`config.mk`:
```
export PLATFORM = sky130hd
export DESIGN_NAME = fc_argmax
export DESIGN_NICKNAME = d
export VERILOG_FILES = /design/src/rtl/fc_argmax.sv
export SDC_FILE = /design/constraint.sdc
export NUM_CORES = 1
export LEC_CHECK = 0
export ABC_AREA = 1
export CAP_MARGIN = 5
export CELL_PAD_IN_SITES_DETAIL_PLACEMENT = 1
export CELL_PAD_IN_SITES_GLOBAL_PLACEMENT = 1
export CORE_MARGIN = 3
export CORE_UTILIZATION = 38
export DETAILED_ROUTE_END_ITERATION = 6
export PLACE_DENSITY_LB_ADDON = 0.1
export SETUP_SLACK_MARGIN = 0.5
export SLEW_MARGIN = 25
export SYNTH_ARGS = -nofsm -noshare
export SYNTH_HDL_FRONTEND = slang
export SYNTH_SLANG_ARGS = --single-unit
```
`constraint.sdc`:
```
create_clock -name clk -period 3.45 [get_ports clk]
set_input_delay 0.69 -clock clk [delete_from_list [all_inputs] [get_ports clk]]
set_output_delay 0.69 -clock clk [all_outputs]
set_load 0.05 [all_outputs]
```
`src/rtl/fc_argmax.sv`:
```
// fc_argmax: buffers N layer outputs, scans one per cycle for the argmax, reports index, raw and saturated value
module fc_argmax #(
  parameter int WIDTH = 8,
  parameter int ZW    = WIDTH*2+7,
  parameter int N     = 10,
  parameter int SHIFT = 8,
  parameter int IDXW  = $clog2(N)
) (
  input  logic            clk,
  input  logic            rst_n,
  input  logic            in_valid,
  output logic            in_ready,
  input  logic [ZW-1:0]   z [N],
  output logic            out_valid,
  input  logic            out_ready,
  output logic [IDXW-1:0] class_idx,
  output logic [ZW-1:0]   max_val,
  output logic [WIDTH-1:0] max_q
);
  typedef enum logic [1:0] {IDLE, SCAN, DONE} state_t;
  state_t state_q, state_d;
  logic [ZW-1:0]    zbuf_q [N];
  logic [IDXW-1:0]  cnt_q, best_idx_q, class_idx_q, cand_idx;
  logic [ZW-1:0]    best_val_q, max_val_q, cand_val, shifted;
  logic [WIDTH-1:0] maxq_q, sat;
  logic             gt, last;
  always_comb begin
    gt       = zbuf_q[cnt_q] > best_val_q;
    cand_val = gt ? zbuf_q[cnt_q] : best_val_q;
    cand_idx = gt ? cnt_q : best_idx_q;
    last     = cnt_q == IDXW'(N-1);
    shifted  = cand_val >> SHIFT;
    sat      = |(shifted >> WIDTH) ? '1 : shifted[WIDTH-1:0];
    state_d  = (state_q == IDLE && in_valid)  ? SCAN :
               (state_q == SCAN && last)      ? DONE :
               (state_q == DONE && out_ready) ? IDLE : state_q;
  end
  // Results land on the final scan edge, so they are stable for the whole DONE window
  always_ff @(posedge clk or negedge rst_n) begin
    if (!rst_n) begin
      state_q     <= IDLE;
      zbuf_q      <= '{default: '0};
      cnt_q       <= '0;
      best_idx_q  <= '0;
      best_val_q  <= '0;
      class_idx_q <= '0;
      max_val_q   <= '0;
      maxq_q      <= '0;
    end else begin
      state_q <= state_d;
      if (state_q == IDLE && in_valid) begin
        zbuf_q     <= z;
        best_val_q <= z[0];
        best_idx_q <= '0;
        cnt_q      <= IDXW'(1);
      end
      if (state_q == SCAN) begin
        best_val_q <= cand_val;
        best_idx_q <= cand_idx;
        cnt_q      <= cnt_q + IDXW'(1);
        if (last) begin
          class_idx_q <= cand_idx;
          max_val_q   <= cand_val;
          maxq_q      <= sat;
        end
      end
    end
  end
  assign in_ready  = state_q == IDLE;
  assign out_valid = state_q == DONE;
  assign class_idx = class_idx_q;
  assign max_val   = max_val_q;
  assign max_q     = maxq_q;
endmodule

```
* Word-level counts from Yosys, hierarchy flattened
Index checks and enable logic that the tools add are counted.
Widths: inputs -> output; s select.
** Storage, ports and cells
- Bits of input ports :: 234
- Bits in registers :: 298
** Operators by class
- Multiplexer cells :: 15
- Equal/unequal tests :: 3
- Reduce and logical (&&, ||, !) cells :: 8
- $add $sub $neg :: 1
- Order comparisons :: 2
- Bitwise operators :: 1
** Operators with widths (number)
- $mux 23 :: 5
- $bmux 23 s4 :: 1
- $gt 23x23->1 :: 1
- $mux 4 :: 5
- $mux 8 :: 1
- $reduce_or 7->1 :: 1
- $mux 2 :: 3
- $ge 5x5->1 const B :: 1
- $not 4->5 :: 1
- $add 4x1->4 const B :: 1
- $eq 4x4->1 const B :: 1
- $logic_and 1x1->1 :: 3
- $reduce_bool 3->1 :: 1
- $eq 2x1->1 const B :: 1
- $eq 2x2->1 const B :: 1
- $logic_not 2->1 :: 1
- $reduce_and 2->1 :: 1
- $reduce_bool 2->1 :: 1

* Longest topological paths before layout
Gate-level depths: netlist of run 1.
- Depth in word-level cells :: 8
- Mapped depth :: 28
- Gate-level depth less buffers :: 23

* Worst setup path before layout of run 1
Ideal clock, no wire load.
- Path type :: reg2reg
- From :: register cnt_q[0]
- To :: register maxq_q[0], in the netlist max_q[0]
- Path buffers :: 4
- Cell stages (with the launch flop) :: 28
- Slack :: 0.471 ns
- Required time :: 3.337 ns
- Period minus slack after synthesis :: 2.979 ns
- Data arrival time :: 2.866 ns
- Cells stage by stage :: dfrtp_1 > buf_4 > inv_2 > buf_4 > clkbuf_1 > a21oi_1 > o21ai_1 > o211ai_1 > nand3_1 > nand2_1 > ha_1 > nand2_1 > inv_1 > nand2_1 > nand2_1 > nand2_1 > nand2_1 > nand2_1 > nand3_2 > nand2_2 > buf_6 > nand2_1 > nand2_2 > nand2_1 > nor2_4 > nand3_1 > nand2_1 > inv_1
** On the way
- Word-level cells in the longest chain between the ends :: 8
** RTL lines
- start: declaration :: RTL line 23 : logic [IDXW-1:0] cnt_q, best_idx_q, class_idx_q, cand_idx;
- start signal: assignment :: RTL line 60 : cnt_q <= cnt_q + IDXW'(1);
- $not 4->5 (not written as such) :: RTL line 28, 29
- $bmux 23 s4 :: RTL line 28, 29
- $mux 23 (not written as such) (2 in series) :: RTL line 28, 29
- $gt 23x23->1 :: RTL line 28 : gt = zbuf_q[cnt_q] > best_val_q;
- $mux 23 :: RTL line 29 : cand_val = gt ? zbuf_q[cnt_q] : best_val_q;
- $reduce_or 7->1 :: RTL line 33 : sat = |(shifted >> WIDTH) ? '1 : shifted[WIDTH-1:0];
- $mux 8 :: RTL line 33
- end signal: assignment :: RTL line 64 : maxq_q <= sat;
- end: declaration :: RTL line 25 : logic [WIDTH-1:0] maxq_q, sat;
Several ways; a longest one is shown, not always the timed one. The select of a mux whose other input is x is not followed.
A chain may end at the register's enable or synchronous reset.

* Worst setup path after layout of run 1
Ends and elaborated chain as after synthesis.

==> impl_metrics.py, run 1 <==
metrics = {
    "detailed_routing": {
        "wl_per_cell_um": 21.9,
        "viasPerCell": 5.27,
        "via_count": 14400,
        "drt_iter0_drc": 946,
        "dr.pass1.iters": 7,
        "ant_nets": 0,
        "routed_wl_mm": 59.9,
        "drc_errors": 0,
    },
    "pwr": {
        "seq_power_share": 0.455,
        "power.density_nw_per_um2": 360,
        "p_int_uw": 6010,
        "p_leak_uw": 0.0108,
        "power_switching_share": 0.218,
        "peakVddDrop_uv": 251,
        "power_uw": 7680,
        "p_comb_frac": 0.048,
        "switchingPower_uw": 1670,
        "p_clk_frac": 0.497,
    },
    "placed_design": {
        "hpwl_mm": 35.6,
        "portBuffers": 270,
        "place_ws_ps": -98.0,
        "gp_congestion": 0.854,
    },
    "cells_and_area": {
        "drive_above_1_share": 0.206,
        "diodes": 0,
        "n_fill_cell": 4279,
        "syn_to_final_growth_pct": 47.9,
        "ff_latch_area_um2": 7460,
        "layout.nets": 2467,
        "postLayoutCoreUtil": 0.576,
        "multiInputGateArea_um2": 7260,
    },
    "synthesis": {
        "synth_cells": 1879,
        "synth_cell_types": 29,
        "synth.most_common_cell": "nand2_1",
        "ys.flop_type": "dfrtp_1",
        "synth_top_area_share": 0.517,
        "yosysSeqAreaShare": 0.517,
        "synthTopCellsByCount": "nand2_1, dfrtp_1, o21ai_0, inv_1, nor2_1",
        "ys_top_cells_by_area": "dfrtp_1, nand2_1, o21ai_0",
        "yosysTopAreaCell": "dfrtp_1",
        "yosysWarnings": 0,
        "ys_seq_elements": 298,
        "avgSynthCellArea_um2": 7.68,
        "synth_edf_count": 0,
        "syn-num-nets": 2138,
        "async_flop_share": 1.00,
        "synthesis.area_um2": 14400,
    },
    "die": {
        "io_pins": 271,
        "die-width_um": 201,
        "num_rows": 70,
        "initial_core_util": 0.389,
        "die_h_um": 201,
        "dieArea_um2": 40300,
        "core_um2": 37000,
    },
    "global_routing": {
        "grt_pass1_vias": 14800,
        "grtUsageTotal": 0.262,
        "grt_start_max_net_pins": 181,
        "globalRoute.totalOverflow": 0,
        "grt_first_pass_wirelength_mm": 84.2,
        "antenna_found_initial": 1,
    },
    "cts": {
        "cts_hold_buf": 0,
        "clkLatencyLatePin_ps": 520,
        "clock-sinks": 298,
        "clock-root-buffer": "clkbuf_16",
        "cts_buffers": 36,
        "clkSlewWorstSetupHoldPaths_ps": 70,
        "cts_buffer_depth": 3,
        "h-tree-depth": 2,
        "cts_tree": "built",
    },
    "sta": {
        "rsz0062_at_grt": "true",
        "fin_ws_ps": -221,
        "worstMarginPinSlew_ps": 1030,
        "finalSetupViolCount": 34,
        "fmax_mhz": 272,
        "max_slew_margin": 0.315,
        "setup-tns-final_ps": -2910,
        "drv_slew": 0,
        "skew_ps": 16.4,
        "hold_viol_final": 0,
        "finalCritPeriodShare": 1.06,
        "period_needed_ps": 3670,
    },
    "setup_path": {
        "cp_max_fo": 8,
        "critPathLaunchType": "flop",
        "r2r-end": "max_q[0]$_DFFE_PN0P_",
        "worst_r2r_path_depth": 21,
        "rr_startpoint": "cnt_q[0]$_DFFE_PN0P_",
        "critical_path.endpoint_type": "flop",
        "crit_required_ps": 3860,
        "rrSetupSlack_ps": -220,
        "cp.arrival_ps": 4080,
        "path_class": "reg -> reg",
    },
    "status": {
        "violations": "negative setup slack",
        "status": "finished with violations",
    },
    "flow_run": {
        "drv_cap": 0,
    },
    "min_path": {
        "hold_class": "in -> async",
    },
}
[stage by stage]
| step | area, µm² | hold slack [ps] | std cells |
|---|---|---|---|
| 6_report | 21300 | 214 | 2738 |
| 5_1_grt | 21300 | 281 | 2738 |
| 4_1_cts | 20000 | 257 | 2711 |
| 3_3_place_gp | 17700 | 458 | 2586 |
| 3_5_place_dp | 17700 | 462 | 2586 |
| 2_1_floorplan | 14400 | 394 | 1879 |
[power groups by stage]
stage	logic [µW]	registers [µW]	clock network [µW]
2_1_floorplan	0.475	3560	0
3_3_place_gp	371	3560	0
3_5_place_dp	372	3560	0
4_1_cts	373	3500	3850
5_1_grt	394	3490	4020
6_report	367	3500	3820
[sequential cells by signal, summed over array words and instances, names as in the netlist]
signal,flops
best_idx_q,4
best_val_q,23
class_idx,4
cnt_q,4
max_q,8
max_val,23
state_q,2
zbuf_q,230
[worst max-delay path by stage]
stage | startpoint | endpoint | cells after the start
CTS | cnt_q[0]$_DFFE_PN0P_ | max_q[0]$_DFFE_PN0P_ | 23
finish | cnt_q[0]$_DFFE_PN0P_ | max_q[0]$_DFFE_PN0P_ | 21
global placement | cnt_q[0]$_DFFE_PN0P_ | max_q[2]$_DFFE_PN0P_ | 22
global route | cnt_q[0]$_DFFE_PN0P_ | max_q[6]$_DFFE_PN0P_ | 21
detailed placement | cnt_q[0]$_DFFE_PN0P_ | max_q[0]$_DFFE_PN0P_ | 21
floorplan | cnt_q[0]$_DFFE_PN0P_ | max_q[0]$_DFFE_PN0P_ | 26
[timing repair]
item,in CTS,in global routing
endpoints found under the setup margin,62,62
gates cloned,10,4
gates resized for setup,139,251
pin swaps,42,84
buffers inserted,51,23
[layout by cell type, fill, tap and decap left out, types with 9 or more instances in the layout]
cell / n
nor2_2: 13
nand2_1: 774
nor2_4: 17
buf_12: 20
a21oi_1: 16
nand2_4: 36
o21ai_2: 25
clkbuf_8: 11
clkbuf_16: 41
nand3_1: 31
nand2_2: 66
o21ai_0: 95
o21ai_1: 32
buf_4: 75
clkdlybuf4s50_1: 269
o211ai_1: 40
inv_2: 12
inv_1: 108
nand3_2: 35
o21ai_4: 12
dfrtp_1: 295
buf_16: 9
buf_6: 17
ha_4: 17
o221ai_2: 9
nor2_1: 83
[cells by family after synthesis]
family / after synthesis / synth area share
adder cells (fa/ha/maj): 25 / 0.0217
flip-flops: 298 / 0.517
AND/OR/NAND/NOR: 1070 / 0.290
multiplexers: 1 / 0.000694
XOR/XNOR: 1 / 0.000607
AO/OA/AOI/OAI: 251 / 0.0989
buffers and inverters: 233 / 0.0709
[worst max-delay path, cell delays in order, from the launching register on]
cell and delay (ps):
dfrtp_4 560, clkinv_8 120, buf_4 160, o21ai_0 270, o211ai_1 160, nand3_1 130, nand2_2 160, ha_4 340
nand2_2 60, inv_2 100, nand3_2 100, nor3_4 210, nand3_2 150, nand2_4 140, buf_6 150, nand2_2 80
nand2_2 100, nand2_2 60, nor2_4 250, nand3_2 110, nand2_2 110, inv_2 40
[metal layers]
layer	part of all wire	wire, µm	global-route usage	vias to the layer above
met4	0.034	2070	0.0755	2
met3	0.054	3250	0.0430	141
li1	-	-	-	6567
met2	0.48	28700	0.423	508
met5	0.00018	11	0	-
met1	0.43	26000	0.366	7214
[layout make-up]
| class | instances | share of cell area |
|---|---|---|
| Sequential cell | 298 | 0.350 |
| Multi-Input combinational cell | 1348 | 0.340 |
| Timing Repair Buffer | 400 | 0.202 |
| Clock buffer | 53 | 0.0514 |
| Tap cell | 504 | 0.0296 |
| Inverter | 123 | 0.0228 |
| Clock inverter | 11 | 0.00405 |
| Timing Repair inverter | 1 | 0.000293 |
Note: power is estimated with default switching activity, not from simulation.
==> inputs of run 2 (changes only) <==
CAP_MARGIN = 10   (was 5)
==> results of run 2 <==
Same layout as run 1: the final DEF is identical, and so are final timing and power.
